==> src/rtl/wrap_event_timer.sv <==
// -----------------------------------------------------------------------------
// wrap_event_timer
//
// Watches the count output of an upstream free-running mod-N counter, counts
// its wraps (N-1 -> 0) and raises a level interrupt when the wrap count reaches
// a programmable match value. It also flags any illegal step of the upstream
// counter.
//
// Ports
//   clk         in   rising-edge clock
//   rst_n       in   asynchronous active-low reset
//   count_in    in   [WIDTH-1:0] upstream counter value
//   start       in   pulse: clear wrap_count and arm (enter RUN)
//   stop        in   pulse: disarm (enter IDLE), clear irq
//   match_val   in   [MW-1:0] wrap count that triggers irq; 0 never matches
//   irq_ack     in   pulse: acknowledge a pending irq
//   irq         out  level interrupt, held until acknowledged
//   wrap_count  out  [MW-1:0] wraps since last start or match
//   busy        out  high while armed (RUN or PEND)
//   overrun     out  sticky: match while irq already pending
//   seq_err     out  sticky: count_in broke mod-N sequencing
// -----------------------------------------------------------------------------
module wrap_event_timer #(
    parameter int N     = 10,
    parameter int WIDTH = 4,
    parameter int MW    = 16
) (
    input  logic             clk,
    input  logic             rst_n,
    input  logic [WIDTH-1:0] count_in,
    input  logic             start,
    input  logic             stop,
    input  logic [MW-1:0]    match_val,
    input  logic             irq_ack,
    output logic             irq,
    output logic [MW-1:0]    wrap_count,
    output logic             busy,
    output logic             overrun,
    output logic             seq_err
);

    typedef enum logic [1:0] {
        IDLE = 2'd0,
        RUN  = 2'd1,
        PEND = 2'd2
    } state_t;

    localparam logic [WIDTH-1:0] LAST  = WIDTH'(N - 1);
    localparam logic [WIDTH:0]   N_EXT = (WIDTH + 1)'(N);
    localparam logic [WIDTH-1:0] C_ONE = WIDTH'(1);
    localparam logic [MW-1:0]    W_ONE = MW'(1);

    state_t           state_reg, state_next;
    logic [WIDTH-1:0] count_q_reg;
    logic             valid_q_reg;
    logic [MW-1:0]    wrap_count_reg, wrap_count_next;
    logic             overrun_reg, overrun_next;
    logic             seq_err_reg, seq_err_next;

    logic [WIDTH-1:0] count_succ;
    logic             in_range;
    logic             legal_step;
    logic             wrap;
    logic [MW-1:0]    wrap_inc;
    logic             match;

    // -------------------------------------------------------------------------
    // Upstream counter observation
    // -------------------------------------------------------------------------
    always_comb begin
        count_succ = (count_q_reg == LAST) ? '0 : count_q_reg + C_ONE;
        // Any value >= N is illegal even if it repeats (a stuck-out-of-range
        // counter must not look like a legal hold).
        in_range   = ({1'b0, count_in} < N_EXT);
        legal_step = in_range && ((count_in == count_q_reg) || (count_in == count_succ));
        // valid_q gates both checks so the first sample after reset, which has
        // no meaningful predecessor, is never judged.
        wrap       = valid_q_reg && (count_q_reg == LAST) && (count_in == '0);
        wrap_inc   = wrap_count_reg + W_ONE;
        match      = wrap && (match_val != '0) && (wrap_inc == match_val);
    end

    // -------------------------------------------------------------------------
    // State register (plus datapath registers updated alongside the FSM)
    // -------------------------------------------------------------------------
    always_ff @(posedge clk or negedge rst_n) begin
        if (!rst_n) begin
            state_reg      <= IDLE;
            count_q_reg    <= '0;
            valid_q_reg    <= 1'b0;
            wrap_count_reg <= '0;
            overrun_reg    <= 1'b0;
            seq_err_reg    <= 1'b0;
        end else begin
            state_reg      <= state_next;
            count_q_reg    <= count_in;
            valid_q_reg    <= 1'b1;
            wrap_count_reg <= wrap_count_next;
            overrun_reg    <= overrun_next;
            seq_err_reg    <= seq_err_next;
        end
    end

    // -------------------------------------------------------------------------
    // Next-state logic. Priority: stop > start > wrap / acknowledge.
    // -------------------------------------------------------------------------
    always_comb begin
        state_next      = state_reg;
        wrap_count_next = wrap_count_reg;
        overrun_next    = overrun_reg;
        seq_err_next    = seq_err_reg | (valid_q_reg & ~legal_step);

        if (stop) begin
            state_next = IDLE;
        end else if (start) begin
            state_next      = RUN;
            wrap_count_next = '0;
        end else begin
            case (state_reg)
                IDLE: begin
                    state_next = IDLE;
                end
                RUN: begin
                    if (match) begin
                        state_next      = PEND;
                        wrap_count_next = '0;
                    end else if (wrap) begin
                        wrap_count_next = wrap_inc;
                    end
                end
                PEND: begin
                    if (match) begin
                        // A fresh match wins over a same-cycle ack: the new
                        // event stays pending and is not an overrun.
                        wrap_count_next = '0;
                        if (!irq_ack) begin
                            overrun_next = 1'b1;
                        end
                    end else begin
                        if (wrap) begin
                            wrap_count_next = wrap_inc;
                        end
                        if (irq_ack) begin
                            state_next = RUN;
                        end
                    end
                end
                default: begin
                    state_next = IDLE;
                end
            endcase
        end
    end

    // -------------------------------------------------------------------------
    // Outputs. irq is exactly "in PEND", so any exit from PEND (ack, stop,
    // restart, reset) drops it with no extra bookkeeping.
    // -------------------------------------------------------------------------
    always_comb begin
        irq        = (state_reg == PEND);
        busy       = (state_reg != IDLE);
        wrap_count = wrap_count_reg;
        overrun    = overrun_reg;
        seq_err    = seq_err_reg;
    end

endmodule
==> config.mk <==
export PLATFORM = sky130hd
export DESIGN_NAME = wrap_event_timer
export DESIGN_NICKNAME = d
export VERILOG_FILES = /design/src/rtl/wrap_event_timer.sv
export SDC_FILE = /design/constraint.sdc
export NUM_CORES = 1
export LEC_CHECK = 0
export BUFFER_PORTS_ARGS = -buffer_cell sky130_fd_sc_hd__buf_2
export CORE_MARGIN = 2
export CORE_UTILIZATION = 55
export CTS_BUF_LIST = sky130_fd_sc_hd__clkbuf_8
export CTS_CLUSTER_SIZE = 25
export DETAILED_ROUTE_END_ITERATION = 8
export HOLD_SLACK_MARGIN = 0.02
export PLACE_DENSITY = 0.84
export SKIP_LAST_GASP = 1
export SLEW_MARGIN = 25
export SYNTH_ARGS = -nofsm -noshare
export SYNTH_HDL_FRONTEND = slang
export SYNTH_SLANG_ARGS = --single-unit
==> constraint.sdc <==
create_clock -name clk -period 7.09 [get_ports clk]
set_input_delay 0.3545 -clock clk [delete_from_list [all_inputs] [get_ports clk]]
set_output_delay 0.3545 -clock clk [all_outputs]
set_load 0.005 [all_outputs]
==> run_results.csv <==
group,metric,value,unit
clock_network,cts.htree.levels,1,
clock_network,cts_setup_buffers,0,
sta,slew_violations,0,
floorplan,initial_core_util,58.4,%
power,p_switching,0.0726,mW
yosys,syn-num-nets,267,
yosys,synth-xor-area-share,8.78,%
yosys,yosys_register_bits,25,
sta,finClkSkew,0.00563,ns
yosys,post-synth-top-count-cell,"dfrtp_1",
clock_network,clock_sinks,25,
yosys,synth_area,1990,µm²
worst_setup_path,endpoint_kind,"flop",
yosys,yosys.area.top_type,"dfrtp_1",
clock_network,cts_hold_buffers,0,
sta,tns,0,ns
grt,grt_pass1_vias,1819,
power,powerDensity,121,nW/µm²
routing,vias,1979,
worst_setup_path,worstPathArrival,3.40,ns
routing,dr.first_iter.drc_count,147,
yosys,ys_seq_area_share,31.4,%
finish,finish.net_count,306,
power,power_frac_seq,53.7,%
yosys,muxShareOfSynthArea,1.51,%
place,hpwl,3.68,mm
sta,hold_viol_final,0,
clock_network,tritoncts,"done",
grt,antenna_found_initial,0,
power,internal_power,0.202,mW
floorplan,die_x,64.2,µm
routing,dr.pass1.iters,4,
clock_network,clock_latency,0.27,ns
sta,fin_crit_sh,45.8,%
finish,layoutNonFillerInstCount,321,
floorplan,die_h,64.2,µm
yosys,synth_top_family_by_area,"simple AND/OR/NAND/NOR gates",
yosys,synth_area_leaders,"dfrtp_1 31%, a31oi_1 6.3%, xnor2_1 4.8%, xor2_1 4.0%, nand2_1 3.8%",
power,power.share.switching,26.5,%
finish,layout-drive-gt1-share,20.4,%
yosys,synthTopCellsByCount,"25 x dfrtp_1, 20 x a31oi_1, 20 x nand2_1, 12 x nand3_1",
worst_hold_path,hold_class,"in2async",
worst_setup_path,critPathKind,"reg2reg",
worst_setup_path,critPathLaunchType,"flop",
routing,wl_per_cell,15.4,µm
power,total_power,0.274,mW
worst_setup_path,required,7.25,ns
power,comb_power_share,15.2,%
grt,grt_max_degree,26,
worst_setup_path,crit_path_max_fanout,24,
place,numPortBuffers,44,
routing,viasPerCell,6.17,
finish,largest_reg_flops,16,
power,p_leak,0.982,nW
finish,layout-area-overhead-vs-synth,13.5,%
floorplan,core,3420,µm²
clock_network,cts_buffers,3,
sta,rsz0062_at_grt,"no",
yosys,synthArstFlopShare,100,%
grt,grt_pass1_wl,8.23,mm
place,place_congestion,0.902,
finish,insertedDiodeCount,0,
routing,postRouteAntennaNets,0,
clock_network,ctsResizeCount,0,
clock_network,cts-root-buf,"clkbuf_8",
outcome,outcome,"complete, no violations",
yosys,synth-simple-area-share,28.2,%
sta,max_freq,308,MHz
grt,grt.overflow.total,0,
floorplan,fp.dieArea,4120,µm²
floorplan,boundaryPins,45,
job,drv_cap,0,
yosys,ys.warnings.count,0,
floorplan,std_cell_rows,21,
power,vdd_drop_max,136,µV
yosys,yosysUniqueCellTypes,55,
sta,setup_violations,0,
yosys,synth-edff-count,0,
yosys,ys.flop_type,"dfrtp_1",
sta,tightest_slew,0.577,ns
routing,totalWireLength,4.95,mm
power,clock_power_share,31.1,%
routing,drc,0,
yosys,synth_compound_area_share,21.5,%
clock_network,clockBufferDepth,2,
sta,fin_crit,3.25,ns
sta,slew_headroom,61.5,%
yosys,yosys.area.top_type_share,31.4,%
yosys,syn_inst,237,
finish,final_util,66.3,%
grt,grtUsageTotal,25.0,%
clock_network,clkTransAtPathRegs,0.09,ns
yosys,synthAdderAreaFrac,3.14,%
place,place_inst,317,
yosys,syn-mean-instance-area,8.42,µm²
==> power by group through the flow <==
stage | Clock, mW | Combinational (mW) | Sequential, mW
floorplan | 0 | 0.0220 | 0.149
global placement | 0 | 0.0406 | 0.150
detailed placement | 0 | 0.0414 | 0.150
CTS | 0.0871 | 0.0415 | 0.147
global route | 0.0931 | 0.0466 | 0.148
finish | 0.0853 | 0.0416 | 0.147
==> critical path, cell delays in order (launching register included) <==
cell and delay, ns:
dfrtp_1 0.49, ha_1 0.35, nand4_1 0.23, nor3_1 0.43, xnor2_1 0.13, a2111oi_0 0.43
and4_1 0.56, nor2_4 0.20, a41oi_1 0.26, a31oi_1 0.06
==> cell usage in the layout, fill, tap and decap left out, drive strengths merged, types with 6 or more instances in the layout <==
cell type,count
buf,45
dfrtp,25
nand2,20
a31oi,20
inv,13
nand3,12
xnor2,11
a21oi,11
nor2,11
o21ai,11
xor2,9
nor3,7
nor4,6
and3,6
nand4,6
==> final cells by class <==
type                       count  area (µm²)
multi-input combinational    189        1260
fill                         288        1150
sequential                    25         626
timing repair buffer          45         228
tap                           46        57.6
inverter                      12        45.0
clock buffer                   3        41.3
clock inverter                 1        3.75
==> per-stage QoR <==
step	cell area, µm²	setup WS, ns	hold WS, ns
3_3_place_gp	2220	3.98	0.375
3_5_place_dp	2220	3.97	0.386
4_1_cts	2260	3.95	0.0884
6_report	2260	3.84	0.0660
5_1_grt	2260	3.66	0.112
2_1_floorplan	1990	4.55	0.0589
==> routing by layer <==
| metal | GRT usage, % | up-vias | share of wire (%) |
|---|---|---|---|
| met1 | 33.0 | 911 | 43 |
| li1 | - | 969 | - |
| met5 | 0 | - | 0 |
| met2 | 43.1 | 89 | 48 |
| met3 | 4.40 | 10 | 7.4 |
| met4 | 4.79 | 0 | 1.0 |
==> final timing paths <==
path,from,to,slack (ns),depth (start not counted)
min in group clk,count_in[0],count_q_reg[0],0.26,1
max reg2reg,wrap_count[0],wrap_count[15],3.84,9
min reg2reg,overrun,overrun,0.48,1
max,wrap_count[0],wrap_count[15],3.84,9
min,rst_n,wrap_count[4],0.07,1
max in group asynchronous,rst_n,wrap_count[6],6.64,1
==> cells by family (layout without fill, tap and decap cells) <==
family / count (synthesis) / in the layout
mux: 3 / 3
other cells: 1 / 1
buf+inv: 23 / 61
xor+xnor: 20 / 20
compound gates: 64 / 64
simple gates: 96 / 96
flops: 25 / 25
fa+ha+maj: 5 / 5
Note: power is estimated with default switching activity, not from simulation.
